$ cat src/rtl/wb_pkg.sv
// Shared codes for the MEM/WB stage: writeback source selects, load types
// and the default link offset.
package wb_pkg;

  localparam logic [1:0] WSEL_ALU  = 2'd0;
  localparam logic [1:0] WSEL_LOAD = 2'd1;
  localparam logic [1:0] WSEL_LINK = 2'd2;

  localparam logic [2:0] LD_LW  = 3'd0;
  localparam logic [2:0] LD_LB  = 3'd1;
  localparam logic [2:0] LD_LBU = 3'd2;
  localparam logic [2:0] LD_LH  = 3'd3;
  localparam logic [2:0] LD_LHU = 3'd4;

  // jal/jalr link skips the delay slot
  localparam logic [31:0] LINK_OFFSET_DEF = 32'd8;

endpackage

$ cat src/rtl/wb_stage_load_extend.sv
// Load byte/half extraction and sign/zero extension from a raw aligned word.
module load_extend
  import wb_pkg::*;
(
  input  logic [31:0] i_rdata,
  input  logic [2:0]  i_ldtype,
  input  logic [1:0]  i_off,
  output logic [31:0] o_data
);

  logic [7:0]  w_byte;
  logic [15:0] w_half;

  // pick the addressed byte; halfword ignores the low offset bit
  always_comb begin
    w_byte = i_rdata[7:0];
    case (i_off)
      2'd0: w_byte = i_rdata[7:0];
      2'd1: w_byte = i_rdata[15:8];
      2'd2: w_byte = i_rdata[23:16];
      2'd3: w_byte = i_rdata[31:24];
      default: w_byte = i_rdata[7:0];
    endcase
    w_half = i_off[1] ? i_rdata[31:16] : i_rdata[15:0];
  end

  // extend according to load type; unknown types behave as LW
  always_comb begin
    o_data = i_rdata;
    case (i_ldtype)
      LD_LB:   o_data = {{24{w_byte[7]}}, w_byte};
      LD_LBU:  o_data = {24'd0, w_byte};
      LD_LH:   o_data = {{16{w_half[15]}}, w_half};
      LD_LHU:  o_data = {16'd0, w_half};
      default: o_data = i_rdata;
    endcase
  end

endmodule

$ cat src/rtl/wb_stage.sv
// MEM/WB pipeline register and writeback datapath. Drives the register file
// write port combinationally during the WB cycle, mirrors it onto the
// forwarding tap, and counts retired instructions.
module wb_stage
  import wb_pkg::*;
#(
  parameter int          CNT_W       = 32,
  parameter logic [31:0] LINK_OFFSET = LINK_OFFSET_DEF
) (
  input  logic             clk,
  input  logic             rst,
  input  logic             mem_valid,
  input  logic             mem_wreg,
  input  logic [4:0]       mem_waddr,
  input  logic [1:0]       mem_wsel,
  input  logic [31:0]      mem_alu,
  input  logic [31:0]      mem_rdata,
  input  logic [2:0]       mem_ldtype,
  input  logic [31:0]      mem_pc,
  input  logic             wb_stall,
  input  logic             wb_flush,
  output logic             wb_ready,
  output logic             rf_write,
  output logic [4:0]       rf_w_addr,
  output logic [31:0]      rf_data_in,
  output logic             fwd_valid,
  output logic [4:0]       fwd_addr,
  output logic [31:0]      fwd_data,
  output logic             wb_misalign,
  output logic [CNT_W-1:0] retired_cnt
);

  logic             r_valid;
  logic             r_wreg;
  logic [4:0]       r_waddr;
  logic [1:0]       r_wsel;
  logic [31:0]      r_alu;
  logic [31:0]      r_rdata;
  logic [2:0]       r_ldtype;
  logic [31:0]      r_pc;
  logic [CNT_W-1:0] r_retired;

  logic [31:0]      w_load;
  logic [31:0]      w_data;
  logic             w_is_lw;

  // pipeline register: flush beats stall, stall holds everything
  always_ff @(posedge clk or posedge rst) begin
    if (rst) begin
      r_valid  <= 1'b0;
      r_wreg   <= 1'b0;
      r_waddr  <= 5'd0;
      r_wsel   <= 2'd0;
      r_alu    <= 32'd0;
      r_rdata  <= 32'd0;
      r_ldtype <= 3'd0;
      r_pc     <= 32'd0;
    end else if (wb_flush) begin
      r_valid <= 1'b0;
    end else if (!wb_stall) begin
      r_valid  <= mem_valid;
      r_wreg   <= mem_wreg;
      r_waddr  <= mem_waddr;
      r_wsel   <= mem_wsel;
      r_alu    <= mem_alu;
      r_rdata  <= mem_rdata;
      r_ldtype <= mem_ldtype;
      r_pc     <= mem_pc;
    end
  end

  // an instruction retires on the edge it leaves WB, whether or not it wrote
  always_ff @(posedge clk or posedge rst) begin
    if (rst)
      r_retired <= '0;
    else if (r_valid && !wb_stall)
      r_retired <= r_retired + {{(CNT_W-1){1'b0}}, 1'b1};
  end

  load_extend u_load_extend (
    .i_rdata  (r_rdata),
    .i_ldtype (r_ldtype),
    .i_off    (r_alu[1:0]),
    .o_data   (w_load)
  );

  // writeback source select; reserved code falls back to ALU
  always_comb begin
    w_data = r_alu;
    case (r_wsel)
      WSEL_LOAD: w_data = w_load;
      WSEL_LINK: w_data = r_pc + LINK_OFFSET;
      default:   w_data = r_alu;
    endcase
  end

  // write once, on the cycle the instruction leaves; never to $0
  always_comb begin
    rf_write   = r_valid & r_wreg & (r_waddr != 5'd0) & ~wb_stall;
    rf_w_addr  = r_waddr;
    rf_data_in = w_data;
    fwd_valid  = rf_write;
    fwd_addr   = rf_w_addr;
    fwd_data   = rf_data_in;
    wb_ready   = ~wb_stall;
  end

  // misalignment flag is informational; load types outside LB..LHU act as LW
  always_comb begin
    w_is_lw     = !(r_ldtype == LD_LB || r_ldtype == LD_LBU ||
                    r_ldtype == LD_LH || r_ldtype == LD_LHU);
    wb_misalign = r_valid && (r_wsel == WSEL_LOAD) &&
                  ((((r_ldtype == LD_LH) || (r_ldtype == LD_LHU)) && r_alu[0]) ||
                   (w_is_lw && (r_alu[1:0] != 2'd0)));
  end

  assign retired_cnt = r_retired;

endmodule

$ cat config.mk
export PLATFORM = sky130hd
export DESIGN_NAME = wb_stage
export DESIGN_NICKNAME = d
export VERILOG_FILES = /design/src/rtl/wb_pkg.sv /design/src/rtl/wb_stage_load_extend.sv /design/src/rtl/wb_stage.sv
export SDC_FILE = /design/constraint.sdc
export NUM_CORES = 1
export LEC_CHECK = 0
export ABC_AREA = 1
export ABC_CLOCK_PERIOD_IN_PS = 7300
export CELL_PAD_IN_SITES_DETAIL_PLACEMENT = 1
export CELL_PAD_IN_SITES_GLOBAL_PLACEMENT = 1
export CORE_MARGIN = 2
export CORE_UTILIZATION = 39
export CTS_CLUSTER_SIZE = 28
export DETAILED_ROUTE_END_ITERATION = 7
export PLACE_DENSITY_LB_ADDON = 0.1
export SYNTH_ARGS = -nofsm -noshare
export SYNTH_HDL_FRONTEND = slang
export SYNTH_HIERARCHICAL = 1
export SYNTH_SLANG_ARGS = --single-unit
$ cat constraint.sdc
create_clock -name clk -period 7.3 [get_ports clk]
set_input_delay 1.095 -clock clk [delete_from_list [all_inputs] [get_ports clk]]
set_output_delay 1.095 -clock clk [all_outputs]
set_load 0.02 [all_outputs]
==> out/qor.yml <==
port_buffers: 221
vias_per_cell: 5.04
grt_max_degree: 112
endpoint_kind: "primary output"
cts.root.buffer_cell: "clkbuf_16"
h-tree-depth: 4
final-seq-area_um2: 3500
vdd_drop_max_uv: 148
fmax_mhz: 226
synth_ff_type: "dfrtp_1"
overflow: 0
drtIter0Drc: 405
path_buf_inv: 2
crit_path_start_kind: "flip-flop"
period_minus_slack_ps: 4430
cts_hold_buf: 0
yosysWarnings: 6
placed_area_um2: 10900
start_util: 0.395
clkLatencyLatePin_ps: 430
die_h_um: 155
cts_resized: 0
drive_above_1_share: 0.0996
cpMostUsedCell: "nand2_1"
fin_nets: 1479
slowest_delay_ps: 730
grt_first_pass_wirelength_um: 46600
synth.avg_cell_area_um2: 7.36
worstPathRequired_ps: 6200
fin_util: 0.512
gp_congestion: 0.833
routed_wl_um: 29100
fp.dieW_um: 155
firstDrtPassIters: 4
track_usage: 0.247
crit_start: "r_alu[1]"
wire_per_inst_um: 17.5
final_hold_viol_count: 0
slew_viol_final: 0
syn_inst: 1207
period_share: 0.606
syn_area_um2: 8880
multiInputGateArea_um2: 4340
drv_cap: 0
fp-row-count: 55
vias: 8381
grt_pass1_vias: 8656
async_reset_ff_frac: 1.00
syn2layout_area_growth_pct: 29.7
crit_path_cell_trace: "inv_4 -> nand2_1 -> nand2_1 -> nand2_1 -> nand3b_4 -> nand3_1 -> a21oi_1 -> a21oi_1 -> clkdlybuf4s50_1"
cts_sinks: 140
ios: 222
setup_viol: 0
synth_enable_flop_cells: 0
crit_slowest_cell: "dfrtp_1"
status: "complete, no violations"
crit_type: "reg -> out"
cts_tree: "yes"
fillCellCount: 2777
antenna_found_initial: 2
clk_pin_slew_worst_paths_ps: 60
rsz0062_at_grt: "no"
min_from: "r_alu[29]"
fp.dieArea_um2: 24000
skew_ps: 8.68
worst_pin_slew_ps: 1070
synth-seq-cells: 140
post_cts_buffers: 0
hold_path_class: "reg -> reg"
dpl.hpwl_um: 21800
core_um2: 22500
numCtsBuffers: 17
slew_headroom: 0.287
cp_max_fo: 24
ys_seq_area_frac: 0.395
cpLargestDelayFamily: "simple AND/OR/NAND/NOR gates"
syn-num-nets: 1323
r2r_start: "retired_cnt[0]"
arrival_ps: 3330
p_per_area_nw_per_um2: 254
drc: 0
p_leak_uw: 0.00547
synth_cell_types: 40
timing.setup.tns_ps: 0
drtAntennaViolNets: 0
cts_buffer_depth: 2
fin_area_um2: 11500
## worst reg2reg max path: stages (launching register included)
cell and delay (ps):
dfrtp_1 430, ha_1 200, nand2_1 90, nor2_4 130, nand2_4 90, nor2_4 210
nand2_4 100, nor2_8 170, nand3_1 90, nand2_1 70, nand2_1 60
## layout by cell type (no fill, tap or decap), types with 21 or more instances in the layout
cell type / count
nand2_1: 438
clkdlybuf4s50_1: 221
dfrtp_1: 140
inv_1: 108
nand3_1: 71
nor2_1: 67
o21ai_0: 62
nand3_2: 59
a21oi_1: 52
nand4_1: 21
## registers in the layout (all words and copies together) (netlist names), 2 cells and up
register	cells
r_rdata	32
retired_cnt	32
r_alu	32
r_wsel	2
r_ldtype	3
r_pc	32
fwd_addr	5
## routing by layer
metal,track usage,wire [um],vias to the layer above
met5,0,13,-
met4,0.0807,737,2
met3,0.0376,986,46
met2,0.408,13900,179
met1,0.334,13500,4033
li1,-,-,4121
## logic make-up after synthesis
group / count (synthesis) / share of synthesized area
AND/OR/NAND/NOR: 699 / 0.377
buffers and inverters: 206 / 0.118
flip-flops: 140 / 0.395
AO/OA/AOI/OAI: 138 / 0.0857
XOR/XNOR: 20 / 0.0197
adder cells (fa/ha/maj): 4 / 0.00564
## report_power, final
group          leakage, uW  switching, uW  internal [uW]  total, uW
Combinational      0.00343            616            436       1050
Clock             0.000291            374            543        917
Sequential         0.00175           93.2            861        954
## metrics by stage
stage	setup slack, ps	hold slack (ps)	power (uW)	cells
floorplan	2450	436	1640	1207
global placement	3290	454	2000	1629
detailed placement	3240	459	2020	1629
CTS	2850	475	2950	1661
global route	2580	503	3080	1662
finish	2870	469	2920	1662
## cell usage after synthesis, types with 2 or more instances
cell,number,share of area
a21oi_1,52,0.029
a22oi_1,18,0.015
buf_12,3,0.0068
buf_2,18,0.010
buf_4,39,0.033
buf_6,6,0.0076
clkbuf_1,22,0.0093
dfrtp_1,140,0.39
ha_1,4,0.0056
inv_1,109,0.046
inv_2,5,0.0021
nand2_1,438,0.19
nand2_2,7,0.0049
nand2_4,5,0.0063
nand3_1,71,0.040
nand3_2,59,0.067
nand3b_1,4,0.0034
nand3b_4,2,0.0045
nand4_1,21,0.015
nor2_1,68,0.029
nor2_2,8,0.0056
nor2_4,6,0.0076
nor3_1,5,0.0028
o211ai_1,2,0.0017
o21ai_0,62,0.035
xnor2_1,10,0.0099
xor2_1,10,0.0099
## path summary, 6_finish.rpt
check / slack (ps) / to / depth (start not counted)
setup / recovery: 2870 / fwd_data[26] / 9
hold / removal: 470 / r_alu[29] / 2
setup reg to reg: 5550 / retired_cnt[28] / 10
hold reg to reg: 470 / r_alu[29] / 2
max in group asynchronous: 4840 / retired_cnt[0] / 3
min in group asynchronous: 1210 / r_pc[4] / 2
## area by class of cell
class,instances,area share
multi-input cells,861,0.377
flip-flops and latches,140,0.304
repair buffers,226,0.195
inverters,117,0.0394
clock buffers,17,0.0369
well taps,285,0.0310
clock inverters,15,0.0163
diodes,1,0.000217
Note: power is estimated with default switching activity, not from simulation.
